===== src/rtl/alu_op_sequencer_pkg.sv =====
// Shared opcode constants, FSM state encoding and helpers for the ALU operation sequencer.
package alu_op_sequencer_pkg;

  localparam int unsigned DATA_W = 8;

  localparam logic [7:0] OP_ADD = 8'd0;
  localparam logic [7:0] OP_SUB = 8'd1;
  localparam logic [7:0] OP_MUL = 8'd2;
  localparam logic [7:0] OP_DIV = 8'd3;
  localparam logic [7:0] OP_AND = 8'd4;
  localparam logic [7:0] OP_OR  = 8'd5;
  localparam logic [7:0] OP_XOR = 8'd6;
  localparam logic [7:0] OP_NOT = 8'd7;
  localparam logic [7:0] OP_SHL = 8'd8;
  localparam logic [7:0] OP_LT  = 8'd9;
  localparam logic [7:0] OP_MOD = 8'd10;
  localparam logic [7:0] OP_EQ  = 8'd11;
  localparam logic [7:0] OP_SHR = 8'd12;

  typedef enum logic [1:0] {
    IDLE   = 2'd0,
    GET_OP = 2'd1,
    EXEC   = 2'd2,
    DONE   = 2'd3
  } state_e;

  // Opcodes whose divisor is operand y.
  function automatic logic is_div_op(input logic [7:0] op);
    return (op == OP_DIV) || (op == OP_MOD);
  endfunction

endpackage


===== src/rtl/alu_op_sequencer.sv =====
// Sequences an operand byte and an opcode byte into a sibling ALU, captures its
// result with divide-by-zero trapping, and hands it downstream.
module alu_op_sequencer
  import alu_op_sequencer_pkg::*;
#(
  parameter logic [7:0] OP_MAX = 8'd12
) (
  input  logic              clk,
  input  logic              rst_n,
  input  logic              ena,
  input  logic [DATA_W-1:0] in_data,
  input  logic              in_valid,
  output logic              in_ready,
  output logic [DATA_W-1:0] alu_operands,
  output logic [DATA_W-1:0] alu_opcode,
  input  logic [DATA_W-1:0] alu_result,
  output logic [DATA_W-1:0] out_data,
  output logic              out_valid,
  input  logic              out_ready,
  output logic              err,
  output logic [DATA_W-1:0] op_count
);

  state_e            state_q, state_d;
  logic [DATA_W-1:0] operands_q, operands_d;
  logic [DATA_W-1:0] opcode_q, opcode_d;
  logic [DATA_W-1:0] out_data_q, out_data_d;
  logic              out_valid_q, out_valid_d;
  logic              err_q, err_d;
  logic [DATA_W-1:0] op_count_q, op_count_d;
  logic              div_zero_c;

  // Upstream may only push in the two loading states, and never while frozen.
  assign in_ready = ena && ((state_q == IDLE) || (state_q == GET_OP));

  assign div_zero_c = (opcode_q <= OP_MAX) && is_div_op(opcode_q)
                      && (operands_q[7:4] == 4'd0);

  always_comb begin
    state_d     = state_q;
    operands_d  = operands_q;
    opcode_d    = opcode_q;
    out_data_d  = out_data_q;
    out_valid_d = out_valid_q;
    err_d       = err_q;
    op_count_d  = op_count_q;
    if (ena) begin
      unique case (state_q)
        IDLE: begin
          if (in_valid && in_ready) begin
            operands_d = in_data;
            state_d    = GET_OP;
          end
        end
        GET_OP: begin
          if (in_valid && in_ready) begin
            opcode_d = in_data;
            state_d  = EXEC;
          end
        end
        EXEC: begin
          out_valid_d = 1'b1;
          if (div_zero_c) begin
            out_data_d = 8'hFF;
            err_d      = 1'b1;
          end else begin
            out_data_d = alu_result;
            err_d      = 1'b0;
          end
          state_d = DONE;
        end
        DONE: begin
          if (out_ready) begin
            out_valid_d = 1'b0;
            err_d       = 1'b0;
            op_count_d  = op_count_q + 8'd1;
            state_d     = IDLE;
          end
        end
        default: state_d = IDLE;
      endcase
    end
  end

  always_ff @(posedge clk or negedge rst_n) begin
    if (!rst_n) begin
      state_q     <= IDLE;
      operands_q  <= '0;
      opcode_q    <= '0;
      out_data_q  <= '0;
      out_valid_q <= 1'b0;
      err_q       <= 1'b0;
      op_count_q  <= '0;
    end else begin
      state_q     <= state_d;
      operands_q  <= operands_d;
      opcode_q    <= opcode_d;
      out_data_q  <= out_data_d;
      out_valid_q <= out_valid_d;
      err_q       <= err_d;
      op_count_q  <= op_count_d;
    end
  end

  assign alu_operands = operands_q;
  assign alu_opcode   = opcode_q;
  assign out_data     = out_data_q;
  assign out_valid    = out_valid_q;
  assign err          = err_q;
  assign op_count     = op_count_q;

endmodule

===== config.mk =====
export PLATFORM = sky130hd
export DESIGN_NAME = alu_op_sequencer
export DESIGN_NICKNAME = d
export VERILOG_FILES = /design/src/rtl/alu_op_sequencer_pkg.sv /design/src/rtl/alu_op_sequencer.sv
export SDC_FILE = /design/constraint.sdc
export NUM_CORES = 1
export LEC_CHECK = 0
export ABC_AREA = 1
export CAP_MARGIN = 15
export CORE_MARGIN = 8
export CORE_UTILIZATION = 49
export CTS_BUF_LIST = sky130_fd_sc_hd__clkbuf_2
export DETAILED_ROUTE_END_ITERATION = 7
export HOLD_SLACK_MARGIN = 0.05
export PLACE_DENSITY = 0.86
export SYNTH_ARGS = -nofsm -noshare
export SYNTH_HDL_FRONTEND = slang
export SYNTH_SLANG_ARGS = --single-unit

===== constraint.sdc =====
create_clock -name clk -period 3.4 [get_ports clk]
set_clock_uncertainty 0.15 [all_clocks]
set_input_delay 0.68 -clock clk [delete_from_list [all_inputs] [get_ports clk]]
set_output_delay 0.68 -clock clk [all_outputs]
set_load 0.01 [all_outputs]

==> summary.md, run 1 <==
| Metric | Value |
|---|---|
| Highest routed metal layer | met4 |
| Synthesized netlist cell count | 183 |
| Post-Syn Nets | around 210 |
| Final WS setup | 0.647 ns |
| Final Cycle Share | 81.0% |
| Row count | 20 |
| CTS Hold Bufs | 0 |
| CP endpoint kind | output port |
| Placement Setup Slack | 0.646 ns |
| Seq/Total Area, Yosys | 57.4% |
| Routed wl met2 | 1630 µm |
| Final core utilization | 72.9% |
| Least-Margin Pin Slew | 0.751 ns |
| Final Total Pwr | 1.76 mW |
| Inserted Clock Buffers | 5 |
| Crit Path Max Fanout | 5 |
| Crit path largest cell delay | 0.54 ns |
| TritonRoute pass-1 iters | 4 |
| R2R depth | 4 |
| Via density | 4.67 |
| Routed len/inst | ~12 µm |
| PortBufs | 55 |
| Clock-pin transition on the worst setup and hold timing paths | 0.15 ns |
| Total of warnings raised by yosys | 0 |
| GRT Overall Usage | 14.2% |
| H-tree level count | 2 |
| Die Wd | 72.6 µm |
| Leakage | 1.07 nW |
| Die H | about 73 µm |
| Final Setup Violations | 0 |
| Status | completed |
| Hold Path Cell Cnt | 2 |
| Final Hold Viols | 0 |
| Hold WC Path Type | flop to flop |
| Setup bufs post-CTS | 0 |
| Layout overhead on the synthesized area | 41.9% |
| M1 WL | 1540 µm |
| Core ar. | around 3000 µm² |
| DRT antenna net count | 0 |
| Metal3 WL | between 300 and 400 µm |
| Maximum vdd drop | 0.518 mV |
| Unique masters post-synth | 12 |
| Root Driver | clkbuf_2 |
| Max_cap viols | 0 |
| Crit Path Class | primary input to output port |
| Reg-to-Reg End | alu_operands[0]$_DFFE_PN0P_ |
| Worst skew pair latency | 0.36 ns |
| Full die area | between 5000 and 6000 µm² |
| Final non-filler cell area | 2230 µm² |
| Layout cells sized above 1 | 3.27% |
| Worst setup SP type | primary input |
| Top cell type's share of synthesized area | a little under three fifths |
| DR iter-0 viols | 95 |
| Final WL | 3540 µm |
| Slowest cell on crit path | clkdlybuf4s50_1 |
| HPWL after DPL | ~2800 µm |
| CP cell instances | clkdlybuf4s50_1 -> inv_1 -> nor2_1 -> clkdlybuf4s50_1 |
| Max_slew headroom | 49.8% |
| Worst Path Required | 2.57 ns |
| Clk sinks | 36 |
| First-pass GRT wire length | 5950 µm |
| RSZ-0062 raised after global routing | no |
| Kind of cell adding the most delay to the critical path | buffers and inverters |
| N_diodes | 0 |
| Initial Util | about half |
| Pwr Density | 789 nW/µm² |
| Critical Path AT | 1.92 ns |
| Layout Nets | 270 |
| Hold Startpoint | alu_operands[3]$_DFFE_PN0P_ |
| Worst Path Buf+Inv | 3 |
| R2R Path Start | state_q[0]$_DFFE_PN0P_ |
| Worst hold margin | 0.361 ns |
| Max Slew Vio Count | 0 |
| Detailed-route via count | 1349 |
| Filler Cells Inserted | 247 |
| Post-layout min period | 2.75 ns |
| Final non-filler cell total | 289 |
| Mapped cell area | 1570 µm² |
| Register area | 901 µm² |
| Hold EP | alu_operands[3]$_DFFE_PN0P_ |
| CTS Buffer Depth | 2 |
| Cells after DPL | roughly 280 |
| Mapped Avg Cell Area | 8.57 µm² |
| Ports | 56 |
| Setup TNS Final | 0 ns |
| DP Area | 2190 µm² |
| Post-synth top area cell | dfrtp_1 |
| Crit path top cell by count | clkdlybuf4s50_1 |
| Vias in the first global route | roughly 1.3k |
| Total congestion overflow | 0 |
| Max Fclk | 363 MHz |
| Final GP Congestion | between 0.7 and 0.8 |
| Largest net degree at the start of global routing | 22 |
| PostCTS Resize Cnt | 0 |
| Antenna violations before repair | 0 |
| Area occupied by multi-input gates | 578 µm² |
| Clock tree from TritonCTS | yes |
| Remaining DRCs | 0 |
| Synth top area cells | dfrtp_1 57%, nand2_1 10%, nor2_1 8.1% |
| R2R setup slack | 1.70 ns |
| #FFs+latches synth | 36 |
cell type report:
cell class | instances | share of cell area, %
Timing Repair Buffer | 56 | 25.6
Sequential cell | 36 | 40.5
Multi-Input combinational cell | 123 | 26.0
Tap cell | 44 | 2.47
Clock inverter | 1 | 0.169
Clock buffer | 7 | 1.57
Inverter | 22 | 3.71
cell families after synthesis:
logic type | synth area share (%)
flip-flops | 57.4
AND/OR/NAND/NOR | 20.8
buffers and inverters | 5.74
AO/OA/AOI/OAI | 9.25
XOR/XNOR | 2.79
adder cells (fa/ha/maj) | 3.99
Yosys cell counts:
library cell / instances
a21oi_1: 9
clkbuf_1: 2
dfrtp_1: 36
ha_1: 5
inv_1: 22
nand2_1: 42
nand3_1: 7
nand4_1: 1
nor2_1: 34
o21ai_0: 20
xnor2_1: 2
xor2_1: 3
worst max path at each step:
stage,to,startpoint,depth (start not counted),slack [ns]
floorplan,in_ready,ena,2,1.69
global placement,in_ready,ena,4,0.66
detailed placement,in_ready,ena,4,0.65
CTS,in_ready,ena,4,0.64
global route,in_ready,ena,4,0.59
finish,in_ready,ena,4,0.65
sequential cells by signal, summed over array words and instances, names as in the netlist:
register / flops
alu_opcode: 8
alu_operands: 8
err: 1
op_count: 8
out_data: 8
out_valid: 1
state_q: 2
worst reg2reg max path, delay by kind of cell (launching register included):
family          cells  cell delay [ns]
flops               1             0.45
buf+inv             1             0.09
compound gates      1             0.35
simple gates        1             0.40
fa+ha+maj           1             0.18
power by group:
part | switching (mW) | internal (mW)
combinational | 0.373 | 0.447
clock | 0.128 | 0.0551
sequential | 0.143 | 0.610
total | 0.644 | 1.11
layout by cell type (no fill, tap or decap):
| cell | count |
|---|---|
| nor2_1 | 34 |
| xnor2_1 | 2 |
| nand4_1 | 1 |
| inv_1 | 22 |
| nand3_1 | 7 |
| dfrtp_1 | 36 |
| clkinv_1 | 1 |
| clkbuf_2 | 7 |
| o21ai_0 | 20 |
| ha_1 | 5 |
| a21oi_1 | 9 |
| buf_12 | 1 |
| nand2_1 | 42 |
| clkdlybuf4s50_1 | 55 |
| xor2_1 | 3 |
per-layer routing:
layer	vias to the layer above	GRT usage [%]
met2	55	22.1
met1	596	16.9
li1	696	-
met3	2	7.55
met5	-	0
met4	0	3.33
No activity file was read; power rests on OpenSTA's default activity.
==> inputs of run 2 (changes only) <==
CORE_UTILIZATION = 46   (was 49)
PLACE_DENSITY = 0.82   (was 0.86)
clock period = 2.6 ns   (was 3.4 ns; I/O delays follow)
==> run 2 against run 1 <==
Against the previous run: setup slack got worse by 0.50 ns; via count rose by 0.15%; critical endpoint unchanged; final area fell by 1.0%; critical path depth rose by 1; sequential share of layout area rose by 0.41 points; highest routed layer unchanged.
==> summary.md, run 2 (synthesis results as in run 1) <==
| Metric | Value |
|---|---|
| Core ar. | 3310 µm² (+8.4%) |
| Worst Path Required | 1.93 ns (-0.64 ns) |
| TritonRoute pass-1 iters | 4 (unchanged) |
| Row count | 21 (+5.0%) |
| Status | completed |
| CP endpoint kind | output port |
| PortBufs | 55 (unchanged) |
| First-pass GRT wire length | 6150 µm (+3.5%) |
| Worst setup SP type | flop |
| Final Total Pwr | 2.30 mW (+31%) |
| HPWL after DPL | 2760 µm (-0.45%) |
| Clock-pin transition on the worst setup and hold timing paths | 0.18 ns (+0.03 ns) |
| Layout Nets | 269 (-0.37%) |
| Max Fclk | 407 MHz |
| R2R setup slack | 0.89 ns (-0.81 ns) |
| Die H | 74.4 µm (+2.5%) |
| Final Cycle Share | 94.4% |
| Layout overhead on the synthesized area | 40.4% |
| Crit path top cell by count | nor2_1 |
| Worst skew pair latency | 0.37 ns (about the same) |
| RSZ-0062 raised after global routing | no |
| Final Hold Viols | 0 (unchanged) |
| Post-layout min period | 2.46 ns |
| Routed len/inst | 12.5 µm (+2.0%) |
| DRT antenna net count | 0 (unchanged) |
| Most frequent cells in the layout | 54 x clkdlybuf4s50_1, 42 x nand2_1, 36 x dfrtp_1 |
| Hold WC Path Type | primary input to async pin |
| Full die area | 5540 µm² (+5.1%) |
| Leakage | 1.06 nW (-0.90%) |
| Pwr Density | 1040 nW/µm² (+32%) |
| Vias in the first global route | 1398 (+7.0%) |
| Crit Path Class | flop to output port |
| Antenna violations before repair | 0 (unchanged) |
| Clock tree from TritonCTS | yes |
| Max_cap viols | 0 (unchanged) |
| Max_slew headroom | 41.8% (-8.0 points) |
| Final WL | 3620 µm (+2.4%) |
| Least-Margin Pin Slew | 0.873 ns (+0.122 ns) |
| Critical Path AT | 1.79 ns (-0.13 ns) |
| Detailed-route via count | 1351 (+0.15%) |
| Crit path largest cell delay | 0.53 ns (about the same) |
| Worst Path Buf+Inv | 2 (-1) |
| Remaining DRCs | 0 (unchanged) |
| Kind of cell adding the most delay to the critical path | buffers and inverters |
| Clk sinks | 36 (unchanged) |
| H-tree level count | 2 (unchanged) |
| Setup bufs post-CTS | 0 (unchanged) |
| CTS Buffer Depth | 2 (unchanged) |
| Setup TNS Final | 0 ns (unchanged) |
| Initial Util | 47.4% (-4.0 points) |
| Largest net degree at the start of global routing | 37 (+68%) |
| Final Setup Violations | 0 (unchanged) |
| Inserted Clock Buffers | 5 (unchanged) |
| PostCTS Resize Cnt | 0 (unchanged) |
| Ports | 56 (unchanged) |
| Via density | 4.66 (-0.20%) |
| Maximum vdd drop | 0.572 mV (+10%) |
| Most common cell after layout, fill and taps aside | clkdlybuf4s50_1 |
| Final GP Congestion | 0.773 (+3.6%) |
| GRT Overall Usage | 14.4% (+0.15 points) |
| CTS Hold Bufs | 0 (unchanged) |
| DR iter-0 viols | 59 (-38%) |
| Layout cells sized above 1 | 3.28% (+0.013 points) |
| Total congestion overflow | 0 (unchanged) |
| Die Wd | 74.4 µm (+2.5%) |
| Root Driver | clkbuf_2 |
| Slowest cell on crit path | clkdlybuf4s50_1 |
| N_diodes | 0 (unchanged) |
| CP cell instances | inv_1 -> ha_1 -> nor2_1 -> nor2_1 -> clkdlybuf4s50_1 |
| Crit Path Max Fanout | 4 (-1) |
| Max Slew Vio Count | 0 (unchanged) |
## run 2: metal layers
layer | routed length, µm | share of wire [%] | vias up | global-route usage, %
li1 | - | - | 689 | -
met1 | 1560 | 43 | 618 | 15.6
met2 | 1650 | 45 | 39 | 23.5
met3 | 380 | 10 | 5 | 7.28
met4 | 39 | 1.1 | 0 | 5.22
met5 | 0 | 0 | - | 0
## run 2: cell type report
class	count	area, µm²
timing repair buffer	55	546
clock inverter	3	13.8
multi-input combinational	123	578
inverter	22	82.6
fill	298	1110
sequential	36	901
tap	46	57.6
clock buffer	5	25.0
## run 2: final timing paths
check / start / to / depth (start not counted)
setup reg to reg: state_q[0]$_DFFE_PN0P_ / alu_operands[5]$_DFFE_PN0P_ / 4
max in group asynchronous: rst_n / alu_opcode[2]$_DFFE_PN0P_ / 1
hold reg to reg: alu_operands[1]$_DFFE_PN0P_ / alu_operands[1]$_DFFE_PN0P_ / 2
hold / removal: rst_n / alu_operands[1]$_DFFE_PN0P_ / 1
min in group clk: alu_operands[1]$_DFFE_PN0P_ / alu_operands[1]$_DFFE_PN0P_ / 2
setup / recovery: state_q[0]$_DFFE_PN0P_ / in_ready / 5
## run 2: per-stage QoR
step	hold slack (ns)	utilization [%]	cells	cell area [µm²]	setup WS (ns)
3_5_place_dp	0.329	65.4	282	2160	0.162
4_1_cts	0.0834	66.6	290	2200	0.107
3_3_place_gp	0.318	65.4	282	2160	0.176
2_1_floorplan	0.0744	-	183	1570	1.08
5_1_grt	0.125	66.6	290	2200	0.0133
6_report	0.0776	66.6	290	2200	0.145
## run 2: report_power, final
part	total [mW]	internal, mW	switching [mW]
combinational	1.07	0.582	0.487
sequential	0.982	0.796	0.186
clock	0.246	0.0604	0.185
==> inputs of run 3 (changes only) <==
CORE_UTILIZATION = 40   (was 46)
PLACE_DENSITY = 0.73   (was 0.82)
==> run 3 against run 2 <==
Against the previous run: via count decreased by 1.3%; hold slack got worse by 0.020 ns; flip-flop and latch count unchanged.
==> summary.md, run 3 (synthesis results as in run 1) <==
| Metric | Value |
|---|---|
| Worst Path Required | 1.93 ns (about the same) |
| Vias in the first global route | 1418 (+1.4%) |
| Clk sinks | 36 (unchanged) |
| Initial Util | 42.2% (-5.2 points) |
| Net Sw Frac | 36.7% (-0.66 points) |
| Via density | 4.58 (-1.6%) |
| Row count | 22 (+4.8%) |
| Reg power frac | 42.9% (about the same) |
| Final Setup Violations | 0 (unchanged) |
| Clock-pin transition on the worst setup and hold timing paths | 0.18 ns (about the same) |
| Filler Cells Inserted | 345 (+16%) |
| Layout Nets | 269 (unchanged) |
| Die Wd | 78.6 µm (+5.7%) |
| Crit path top cell by count | clkdlybuf4s50_1 |
| Max Slew Vio Count | 0 (unchanged) |
| Final WS setup | 0.155 ns (+0.0101 ns) |
| First-pass GRT wire length | 6090 µm (-1.0%) |
| CTS Buffer Depth | 2 (unchanged) |
| Final Total Pwr | 2.28 mW (-0.79%) |
| Hold WC Path Type | primary input to async pin |
| HPWL after DPL | 2650 µm (-3.9%) |
| Total congestion overflow | 0 (unchanged) |
| P_int | 1.44 mW (+0.25%) |
| Least-Margin Pin Slew | 0.793 ns (-0.0792 ns) |
| Max_cap viols | 0 (unchanged) |
| TritonRoute pass-1 iters | 3 (-1) |
| Leakage | 1.06 nW (-0.15%) |
| Routed len/inst | 12.2 µm (-2.1%) |
| Most common cell after layout, fill and taps aside | clkdlybuf4s50_1 |
| Worst Path Buf+Inv | 3 (+1) |
| CP cell instances | clkdlybuf4s50_1 -> inv_1 -> nor2_1 -> clkdlybuf4s50_1 |
| Worst setup SP type | primary input |
| CTS Hold Bufs | 0 (unchanged) |
| Final Cycle Share | 94.1% (-0.39 points) |
| PortBufs | 55 (unchanged) |
| Clk network pwr share | 10.5% (-0.2 points) |
| Slowest cell on crit path | clkdlybuf4s50_1 |
| Kind of cell adding the most delay to the critical path | buffers and inverters |
| Layout cells sized above 1 | 3.29% (+0.013 points) |
| Setup TNS Final | 0 ns (unchanged) |
| Max_slew headroom | 47.1% (+5.3 points) |
| Crit Path Max Fanout | 5 (+1) |
| Core ar. | 3720 µm² (+12%) |
| P_sw | 0.837 mW (-2.5%) |
| Critical Path AT | 1.78 ns (about the same) |
| Die H | 78.6 µm (+5.7%) |
| PostCTS Resize Cnt | 0 (unchanged) |
| RSZ-0062 raised after global routing | no |
| Ports | 56 (unchanged) |
| GRT Overall Usage | 12.2% (-2.2 points) |
| Final WL | 3560 µm (-1.8%) |
| DRT antenna net count | 0 (unchanged) |
| Root Driver | clkbuf_2 |
| DR iter-0 viols | 49 (-17%) |
| Layout overhead on the synthesized area | 40.4% (about the same) |
| Detailed-route via count | 1334 (-1.3%) |
| Most frequent cells in the layout | 54 x clkdlybuf4s50_1, 42 x nand2_1, 36 x dfrtp_1 |
| Status | completed |
| Placement Setup Slack | 0.141 ns (-0.0206 ns) |
| Clock tree from TritonCTS | yes |
| H-tree level count | 2 (unchanged) |
| Max Fclk | 409 MHz (+0.41%) |
| N_diodes | 0 (unchanged) |
| CP endpoint kind | output port |
| Area occupied by multi-input gates | 578 µm² (unchanged) |
| Register area | 901 µm² (unchanged) |
| Logic pwr share | 46.6% (about the same) |
| Remaining DRCs | 0 (unchanged) |
| Inserted Clock Buffers | 5 (unchanged) |
| Crit Path Class | primary input to output port |
| Antenna violations before repair | 0 (unchanged) |
| Final GP Congestion | 0.707 (-8.5%) |
| Full die area | 6180 µm² (+12%) |
| Post-layout min period | 2.45 ns (-0.0101 ns) |
| Crit path largest cell delay | 0.55 ns (+0.02 ns) |
| Final Hold Viols | 0 (unchanged) |
| Worst skew pair latency | 0.37 ns (about the same) |
| Setup bufs post-CTS | 0 (unchanged) |
| Pwr Density | 1040 nW/µm² (-0.73%) |
| Maximum vdd drop | 0.468 mV (-18%) |
| Largest net degree at the start of global routing | 37 (unchanged) |
-- run 3: cell count changes in the layout (fill, tap and decap cells not counted), sizes merged --
| cell | previous run | this run |
|---|---|---|
| clkinv | 3 | 1 |
| buf | 0 | 1 |
-- run 3: metal layers --
metal  part of all wire [%]  global-route usage, %  wire length (µm)  vias to the layer above
li1                       -                      -                 -                      686
met1                     45                   13.2              1600                      602
met2                     43                   19.4              1550                       42
met3                     11                   7.74               384                        4
met4                   0.82                   3.33                29                        0
met5                      0                      0                 0                        -
-- run 3: worst register-to-register path: stages, from the launching register on --
cell and delay (ns):
dfrtp_1 0.43, inv_1 0.08, ha_1 0.21, nand2_1 0.28, inv_1 0.23, nor2_1 0.14
a21oi_1 0.05
-- run 3: cell type report --
cell class	count	area share (%)
clock inverters	1	0.227
repair buffers	55	24.8
inverters	22	3.75
multi-input cells	123	26.3
well taps	48	2.73
clock buffers	6	1.36
flip-flops and latches	36	40.9
-- run 3: power groups by stage --
stage	clock, mW	combinational, mW	sequential, mW
floorplan	0	0.375	1.08
global placement	0	1.07	0.982
detailed placement	0	1.08	0.990
CTS	0.251	1.09	0.978
global route	0.275	1.20	1.01
finish	0.240	1.06	0.977
-- run 3: stage by stage --
| step | instance area, µm² | util, % | instances | hold slack [ns] |
|---|---|---|---|---|
| floorplan | 1570 | - | 183 | 0.0744 |
| global placement | 2170 | 58.3 | 284 | 0.317 |
| detailed placement | 2170 | 58.3 | 284 | 0.327 |
| CTS | 2200 | 59.3 | 291 | 0.0574 |
| global route | 2200 | 59.3 | 291 | 0.0573 |
| finish | 2200 | 59.3 | 291 | 0.0577 |
-- run 3: worst paths after layout --
check / endpoint / start / cells past startpoint / slack (ns)
setup / recovery: in_ready / ena / 4 / 0.15
hold / removal: op_count[4]$_DFFE_PN0P_ / rst_n / 1 / 0.06
setup reg to reg: out_data[1]$_DFFE_PN0P_ / state_q[0]$_DFFE_PN0P_ / 6 / 0.93
hold reg to reg: alu_operands[0]$_DFFE_PN0P_ / alu_operands[0]$_DFFE_PN0P_ / 2 / 0.36
max in group asynchronous: alu_opcode[3]$_DFFE_PN0P_ / rst_n / 1 / 1.74
min in group clk: alu_operands[0]$_DFFE_PN0P_ / alu_operands[0]$_DFFE_PN0P_ / 2 / 0.36
